`config.mk`:
```
export PLATFORM = sky130hd
export DESIGN_NAME = ofs_plat_prim_fifo_dc_enq_packer
export DESIGN_NICKNAME = d
export VERILOG_FILES = /design/src/rtl/ofs_plat_prim_dc_pack_pkg.sv /design/src/rtl/ofs_plat_prim_fifo_dc_enq_packer.sv
export SDC_FILE = /design/constraint.sdc
export NUM_CORES = 1
export LEC_CHECK = 0
export ABC_CLOCK_PERIOD_IN_PS = 2450
export CORE_UTILIZATION = 53
export CTS_CLUSTER_DIAMETER = 150
export DETAILED_ROUTE_END_ITERATION = 6
export GPL_ROUTABILITY_DRIVEN = 0
export PLACE_DENSITY = 0.78
export SKIP_LAST_GASP = 1
export SYNTH_ARGS = -nofsm -noshare
export SYNTH_HDL_FRONTEND = slang
export SYNTH_SLANG_ARGS = --single-unit
```
`constraint.sdc`:
```
create_clock -name clk -period 2.45 [get_ports clk]
set_input_delay 0.49 -clock clk [delete_from_list [all_inputs] [get_ports clk]]
set_output_delay 0.49 -clock clk [all_outputs]
set_load 0.02 [all_outputs]
```
`src/rtl/ofs_plat_prim_dc_pack_pkg.sv`:
```
// Shared definitions for the dual-clock FIFO packer/unpacker pair.
// The enqueue-side packer and the dequeue-side unpacker both decode the
// word header {last, cnt} that sits above the packed beats.
package ofs_plat_prim_dc_pack_pkg;

  // Header that sits above the beats in every packed word. The cnt field
  // is sized for any practical ratio; a word carries only its low
  // pack_cnt_w(ratio) bits.
  typedef struct packed {
    logic       last;
    logic [7:0] cnt;
  } t_pack_hdr;

  // Width of the beat-count field for a given pack ratio. It must hold
  // the full count (1..ratio), not just the slot index.
  function automatic int pack_cnt_w(input int ratio);
    return $clog2(ratio + 1);
  endfunction

endpackage

```
`src/rtl/ofs_plat_prim_fifo_dc_enq_packer.sv`:
```
// Enqueue-side packer for the dual-clock FIFO. Collects up to PACK_RATIO
// narrow beats into one wide word so that fewer entries cross the clock
// boundary. A partial word is closed early by in_last or by an idle timeout.
module ofs_plat_prim_fifo_dc_enq_packer
  import ofs_plat_prim_dc_pack_pkg::*;
#(
  parameter int N_IN_BITS      = 32,
  parameter int PACK_RATIO     = 4,
  parameter int TIMEOUT_CYCLES = 16,
  localparam int CNT_W         = pack_cnt_w(PACK_RATIO),
  localparam int N_OUT_BITS    = PACK_RATIO * N_IN_BITS + CNT_W + 1
) (
  input  logic                  clk,
  input  logic                  reset,
  input  logic [N_IN_BITS-1:0]  in_data,
  input  logic                  in_last,
  input  logic                  in_valid,
  output logic                  in_ready,
  output logic [N_OUT_BITS-1:0] enq_data,
  output logic                  enq_en,
  input  logic                  notFull,
  input  logic                  almostFull
);

  localparam int BEATS_W = PACK_RATIO * N_IN_BITS;

  logic [BEATS_W-1:0]    packBeats_q, packBeats_d, beatsWithIn;
  logic [CNT_W-1:0]      packCnt_q, packCnt_d, cntWithIn;
  logic                  packClosed_q, packClosed_d;
  logic                  packLast_q, packLast_d;
  logic                  outValid_q, outValid_d;
  logic [N_OUT_BITS-1:0] outWord_q, outWord_d;

  logic accept;
  logic slotFree;
  logic closeBeat;
  logic timeoutFire;
  logic packClear;

  if (PACK_RATIO < 2) begin : g_bad_ratio
    $error("PACK_RATIO must be at least 2");
  end

  // The output register is emptied by the FIFO only when it has real room;
  // almostFull guards against the FIFO's own status lagging by a cycle.
  assign enq_en   = outValid_q && notFull && !almostFull && !reset;
  assign enq_data = outWord_q;
  assign in_ready = !packClosed_q && !reset;

  assign accept    = in_valid && in_ready;
  assign slotFree  = !outValid_q || enq_en;
  assign closeBeat = accept && (in_last || (packCnt_q == CNT_W'(PACK_RATIO - 1)));
  assign cntWithIn = packCnt_q + {{(CNT_W-1){1'b0}}, accept};

  // Pack contents as they would look with this cycle's beat dropped into slot cnt.
  always_comb begin
    beatsWithIn = packBeats_q;
    for (int k = 0; k < PACK_RATIO; k++) begin
      if (accept && (packCnt_q == CNT_W'(k))) begin
        beatsWithIn[k*N_IN_BITS +: N_IN_BITS] = in_data;
      end
    end
  end

  // Decide where a completed word goes: straight into the output register
  // when it is free this cycle, otherwise park it in the pack as closed.
  always_comb begin
    outValid_d   = outValid_q && !enq_en;
    outWord_d    = outWord_q;
    packBeats_d  = beatsWithIn;
    packCnt_d    = cntWithIn;
    packClosed_d = packClosed_q;
    packLast_d   = packLast_q;
    packClear    = 1'b0;

    if (packClosed_q) begin
      if (slotFree) begin
        outValid_d = 1'b1;
        outWord_d  = {packLast_q, packCnt_q, packBeats_q};
        packClear  = 1'b1;
      end
    end else if (closeBeat || timeoutFire) begin
      if (slotFree) begin
        outValid_d = 1'b1;
        outWord_d  = {closeBeat && in_last, cntWithIn, beatsWithIn};
        packClear  = 1'b1;
      end else begin
        packClosed_d = 1'b1;
        packLast_d   = closeBeat && in_last;
      end
    end

    if (packClear) begin
      packBeats_d  = '0;
      packCnt_d    = '0;
      packClosed_d = 1'b0;
      packLast_d   = 1'b0;
    end
  end

  // Pack and output registers; reset discards any partial or pending word.
  always_ff @(posedge clk) begin
    if (reset) begin
      packBeats_q  <= '0;
      packCnt_q    <= '0;
      packClosed_q <= 1'b0;
      packLast_q   <= 1'b0;
      outValid_q   <= 1'b0;
      outWord_q    <= '0;
    end else begin
      packBeats_q  <= packBeats_d;
      packCnt_q    <= packCnt_d;
      packClosed_q <= packClosed_d;
      packLast_q   <= packLast_d;
      outValid_q   <= outValid_d;
      outWord_q    <= outWord_d;
    end
  end

  if (TIMEOUT_CYCLES > 0) begin : g_timeout
    localparam int IDLE_W = $clog2(TIMEOUT_CYCLES + 1);
    localparam logic [IDLE_W-1:0] IDLE_LIMIT = IDLE_W'(TIMEOUT_CYCLES);

    logic [IDLE_W-1:0] idle_q, idle_d, idleInc;
    logic              idling;

    // A partial, still-open word with no new beat this cycle is aging.
    assign idling      = (packCnt_q != '0) && !packClosed_q && !accept;
    assign idleInc     = idle_q + 1'b1;
    assign timeoutFire = idling && (idleInc == IDLE_LIMIT);

    // Restart the idle count whenever the pack grows or empties.
    always_comb begin
      idle_d = idle_q;
      if (accept || packClear) begin
        idle_d = '0;
      end else if (idling) begin
        idle_d = idleInc;
      end
    end

    // Idle counter register.
    always_ff @(posedge clk) begin
      if (reset) begin
        idle_q <= '0;
      end else begin
        idle_q <= idle_d;
      end
    end
  end else begin : g_no_timeout
    assign timeoutFire = 1'b0;
  end

  a_no_enq_when_full: assert property (@(posedge clk) disable iff (reset) !(enq_en && !notFull))
    else $error("enq_en asserted while FIFO reports full");

endmodule
```
[Word level (Yosys, flattened, before mapping)]
Index checks and enable logic that the tools add are counted.
Storage, ports and cells
  register bits: 271
  bits in latches: 0
  RAM bits: 0
  bits in read-only memories: 0
  input port bits: 38
  output and inout bits: 134
  logic and storage cells: 64
  memories kept: 0
Cells by class
  add/subtract/negate cells: 2
  multipliers: 0
  div/mod/pow operators: 0
  magnitude comparators: 0
  equal/unequal tests: 4
  shift operators: 0
  muxes and demuxes: 17
  bitwise gates (word level): 2
  reduce and logical (&&, ||, !) cells: 32
Operators by type and width (count)
  $mux 132: 4
  $mux 32: 4
  $logic_and 1x1->1: 15
  $mux 1: 9
  $eq 3x2->1 const B: 2
  $logic_not 1->1: 6
  $add 5x1->5 const B: 1
  $eq 5x5->1 const B: 1
  $logic_or 1x1->1: 4
  $reduce_or 2->1: 2
  $add 3x1->3: 1
  $eq 3x1->1 const B: 1
  $logic_not 3->1: 1
  $reduce_and 3->1: 1
  $reduce_bool 3->1: 1
  $not 1->1: 2
  $reduce_and 2->1: 1
  $reduce_bool 2->1: 1

[Logic depth before layout (Yosys ltp)]
  word-level depth: 11
  gate-level depth with buffers: 9
  gate-level depth less buffers: 7

[Worst setup path after synthesis]
OpenSTA, ideal clock, no wires.
  path type: input-to-reg
  start point: input port reset
  end point: register outWord_q[60] (netlist: enq_data[60])
  library setup time: 152 ps
  arrival: 1815 ps
  data required time: 2298 ps
  setup slack: 483 ps
  stages on the path: 7
  buffers on the path: 2
  cells stage by stage: or3b_1 and2_1 a21o_1 nand2_1 buf_4 buf_4 a221oi_2
Between the ends
  word-level cells in the longest chain between the ends: 9
  elaborated cells on any way between the ends: 17
  those cells by class: mux: 4; reduce/logical: 13
Ends and longest elaborated chain
  start: declaration: line ofs_plat_prim_fifo_dc_enq_packer.sv:14  | input logic reset,
  $logic_not 1->1: line ofs_plat_prim_fifo_dc_enq_packer.sv:46, ofs_plat_prim_fifo_dc_enq_packer.sv:48
  $logic_and 1x1->1: line ofs_plat_prim_fifo_dc_enq_packer.sv:48  | assign in_ready = !packClosed_q && !reset;
  $logic_and 1x1->1: line ofs_plat_prim_fifo_dc_enq_packer.sv:50  | assign accept = in_valid && in_ready;
  $logic_not 1->1: line ofs_plat_prim_fifo_dc_enq_packer.sv:128  | assign idling = (packCnt_q != '0) && !packClosed_q && !accept;
  $logic_and 1x1->1: line ofs_plat_prim_fifo_dc_enq_packer.sv:128
  $logic_and 1x1->1: line ofs_plat_prim_fifo_dc_enq_packer.sv:130  | assign timeoutFire = idling && (idleInc == IDLE_LIMIT);
  $logic_or 1x1->1: line ofs_plat_prim_fifo_dc_enq_packer.sv:82  | end else if (closeBeat || timeoutFire) begin
  $reduce_bool 2->1 (no line)
  $reduce_and 2->1 (no line)
  end signal: assignment: line ofs_plat_prim_fifo_dc_enq_packer.sv:116  | outWord_q <= outWord_d;
  end: declaration: line ofs_plat_prim_fifo_dc_enq_packer.sv:32  | logic [N_OUT_BITS-1:0] outWord_q, outWord_d;
Parallel ways exist; a longest one is shown, timed or not. The select of a mux whose other input is x is not followed.
A chain may end at the register's enable or synchronous reset.

[Worst setup path after layout]
  start point: input port notFull
  end point: output port enq_en
Between the ends
  word-level cells in the longest chain between the ends: 3
Ends and longest elaborated chain
  start: declaration: line ofs_plat_prim_fifo_dc_enq_packer.sv:21  | input logic notFull,
  $logic_and 1x1->1 (3 in series): line ofs_plat_prim_fifo_dc_enq_packer.sv:46  | assign enq_en = outValid_q && notFull && !almostFull && !reset;
  end: declaration: line ofs_plat_prim_fifo_dc_enq_packer.sv:20  | output logic enq_en,
Every way passes these cells.

==> metrics.md <==
| Metric | Value |
|---|---|
| RR Startpoint | `g_timeout.idle_q[0]` |
| Placed wire-length estimate | `around 16,000 um` |
| Finished Cell Area | `~13,000 um2` |
| Worst-Margin Slew | `roughly 0.93 ns` |
| Layout Skew | `~0.015 ns` |
| VDD IR-drop max | `roughly 560 uV` |
| Antenna violations before repair | `0` |
| Maxcap violations | `0` |
| Mean Syn Cell Area | `between 10 and 15 um2` |
| CTS root buf | `clkbuf_16` |
| Syn. warnings | `0` |
| Synthesis-to-layout area growth | `30.4%` |
| Clock buffer depth | `3` |
| Cell area after synthesis | `between 10,000 and 15,000 um2` |
| Core footprint | `~19,000 um2` |
| Worst slack, placed | `-0.0620 ns` |
| Final hold slack | `between 0.15 and 0.2 ns` |
| Vias in the first global route | `around 7.6k` |
| Die area | `19,900 um2` |
| WP data required | `approximately 2.0 ns` |
| Final WS setup | `0.207 ns` |
| Status | `finished, final reports clean` |
| CTS buffer count | `27` |
| Later-pin clock latency in the skew report | `roughly 0.52 ns` |
| Power per cell area | `738 nW/um2` |
| Routed Antenna Nets | `0` |
| Hold Path End | `outValid_q` |
| Starting DRT DRC Count | `around 600` |
| Tmin final | `between 2 and 2.5 ns` |
| Fin util | `0.711` |
| # port buffers | `between 150 and 200` |
| # IOs | `about 170` |
| Nets | `1,146` |
| CTS tree | `yes` |
| R2R setup slack | `~0.25 ns` |
| Final hold violations | `0` |
| Pleak | `5.54 nW` |
| # diodes | `0` |
| RSZ-0062 raised after global routing | `no` |
| Most used flip-flop cell after synthesis | `dfxtp_1` |
| Final period util | `0.915` |
| Sequential-to-total area share from yosys stat | `0.529` |
| Leading post-synthesis cells by cell area | `dfxtp_1 (53%), mux2i_1 (13%), a221oi_2 (12%)` |
| Largest net degree at the start of global routing | `approximately 130` |
| WL final | `around 26,000 um` |
| Startpoint types | `primary input` |
| Fill cells | `roughly 1.4k` |
| Tightest Hold Check Type | `primary input to flip-flop` |
| All-Layer GR Usage | `0.256` |
| Yosys top cell by area | `dfxtp_1` |
| Mean routed wirelength per cell | `around 19 um` |
| Pins Over Slew Limit | `0` |
| Layout cells sized above 1 | `0.159` |
| Highest Clock Rate | `between 400 and 500 MHz` |
| Yosys top cell area share | `0.529` |
| WHS Path Cells | `2` |
| Chip height | `~140 um` |
| First-pass GRT wire length | `just over 40,000 um` |
| First drt pass iteration count | `5` |
| Placed inst area | `between 10,000 and 15,000 um2` |
| Post-synthesis register bit count | `roughly 270` |
| Most common library cells after synthesis | `dfxtp_1 (271), nor2_1 (265), mux2i_1 (131), a221oi_2 (80), a221oi_1 (52)` |
| Reg clk slew, reported paths | `0.06 ns` |
| Finish-stage setup viols | `0` |
| Worst r2r path cells | `7` |
| Unique masters post-synth | `33` |
| Synth Net Count | `slightly below 1k` |
| Worst-path fanout max | `3` |
| FFs w/ async S/R, synth | `0` |
| Final Non-Filler Cells | `1,384` |
| CP Class | `primary input to output pin` |
| Worst setup EP type | `output pin` |
| Initial Util | `0.545` |
| HP Start | `reset` |
| Via density per instance | `about 5.6` |
| Total grt overflow | `0` |
| Critical R2R Capture | `enq_data[38]` |
| CTS HTree Levels | `1` |
| FP Rows | `50` |
| Num Clock Sinks | `~270` |
| CP arrival | `between 1.5 and 2 ns` |
| Most frequent cell after synthesis | `dfxtp_1` |
| Die width | `141 um` |
| Cell Count Post-Placement | `between 1k and 1.5k` |
| Worst rel slew slack | `0.377` |
| Via count | `about 8k` |
| Mapped Cells | `944` |
| EDFF count, synth | `0` |
| DR DRC count | `0` |
flip-flops by register name (all words and copies together), names as in the netlist:
register          count
outValid_q            1
packCnt_q             3
packLast_q            1
packBeats_q         128
enq_data            132
g_timeout.idle_q      5
packClosed_q          1
kinds of logic (layout without fill, tap and decap cells):
| family | after synthesis | count (layout) | synth area share |
|---|---|---|---|
| simple gates | 299 | 299 | 0.119 |
| flops | 271 | 271 | 0.529 |
| compound gates | 140 | 140 | 0.168 |
| mux | 131 | 131 | 0.128 |
| buf+inv | 92 | 272 | 0.0457 |
| xor+xnor | 7 | 7 | 0.00597 |
| fa+ha+maj | 4 | 4 | 0.00488 |
where the power goes:
part	switching (W)	internal [W]
combinational	0.000625	0.000528
clock	0.00167	0.00239
sequential	0.0000985	0.00457
stage by stage:
step,setup TNS [ns],power (W)
5_1_grt,0,0.0102
6_report,0,0.00988
4_1_cts,0,0.00992
3_5_place_dp,-3.45,0.00591
2_1_floorplan,0,0.00537
3_3_place_gp,-0.218,0.00589
cell type report:
| cell class | instances | area, um2 | area share |
|---|---|---|---|
| inverter | 3 | 11.3 | 0.000841 |
| clock inverter | 10 | 105 | 0.00785 |
| timing repair buffer | 220 | 2350 | 0.176 |
| sequential | 271 | 5430 | 0.405 |
| multi-input combinational | 581 | 4390 | 0.328 |
| tap | 260 | 325 | 0.0243 |
| clock buffer | 39 | 771 | 0.0576 |
placed cells by master, fill, tap and decap left out, types with 2 or more instances in the layout:
cell type        instances
a221oi_1                52
a21oi_1                  2
clkinvlp_4               2
bufinv_16                2
clkbuf_8                 5
clkinv_2                 6
mux2i_1                131
nand3b_1                 4
dfxtp_1                271
nor3_1                   9
buf_4                   27
clkbuf_1                 7
nand2_1                  3
nand3_1                  4
nor2b_1                  3
xnor2_1                  5
nor2_1                 265
inv_1                    3
clkbuf_16               27
clkdlybuf4s50_1        169
buf_12                  22
a221oi_2                80
xor2_1                   2
ha_1                     4
metal layers:
metal	GRT usage	vias to the layer above	part of all wire
met3	0.0360	34	0.058
met5	0	-	0
met1	0.349	3841	0.45
met2	0.422	249	0.48
met4	0.0709	0	0.016
li1	-	3682	-
critical path: stages:
cell,delay (ns)
clkdlybuf4s50_1,0.44
or3b_1,0.38
nor2_1,0.11
dlygate4sd2_1,0.34
worst max path at each step:
stage | startpoint | to | cells past startpoint
2_1_floorplan | reset | enq_data[60] | 7
3_3_place_gp | notFull | enq_en | 4
3_5_place_dp | notFull | enq_en | 4
4_1_cts | packClosed_q | in_ready | 2
5_1_grt | g_timeout.idle_q[0] | enq_data[0] | 7
6_report | notFull | enq_en | 4
timing repair:
action                                 4_1_cts  5_1_grt
hold buffers                                 0        0
endpoints found under the hold margin        0        0
setup endpoints to repair                    1        0
resized for setup                            1        0
setup buffers                                0        0
(Power assumes the default switching activity.)
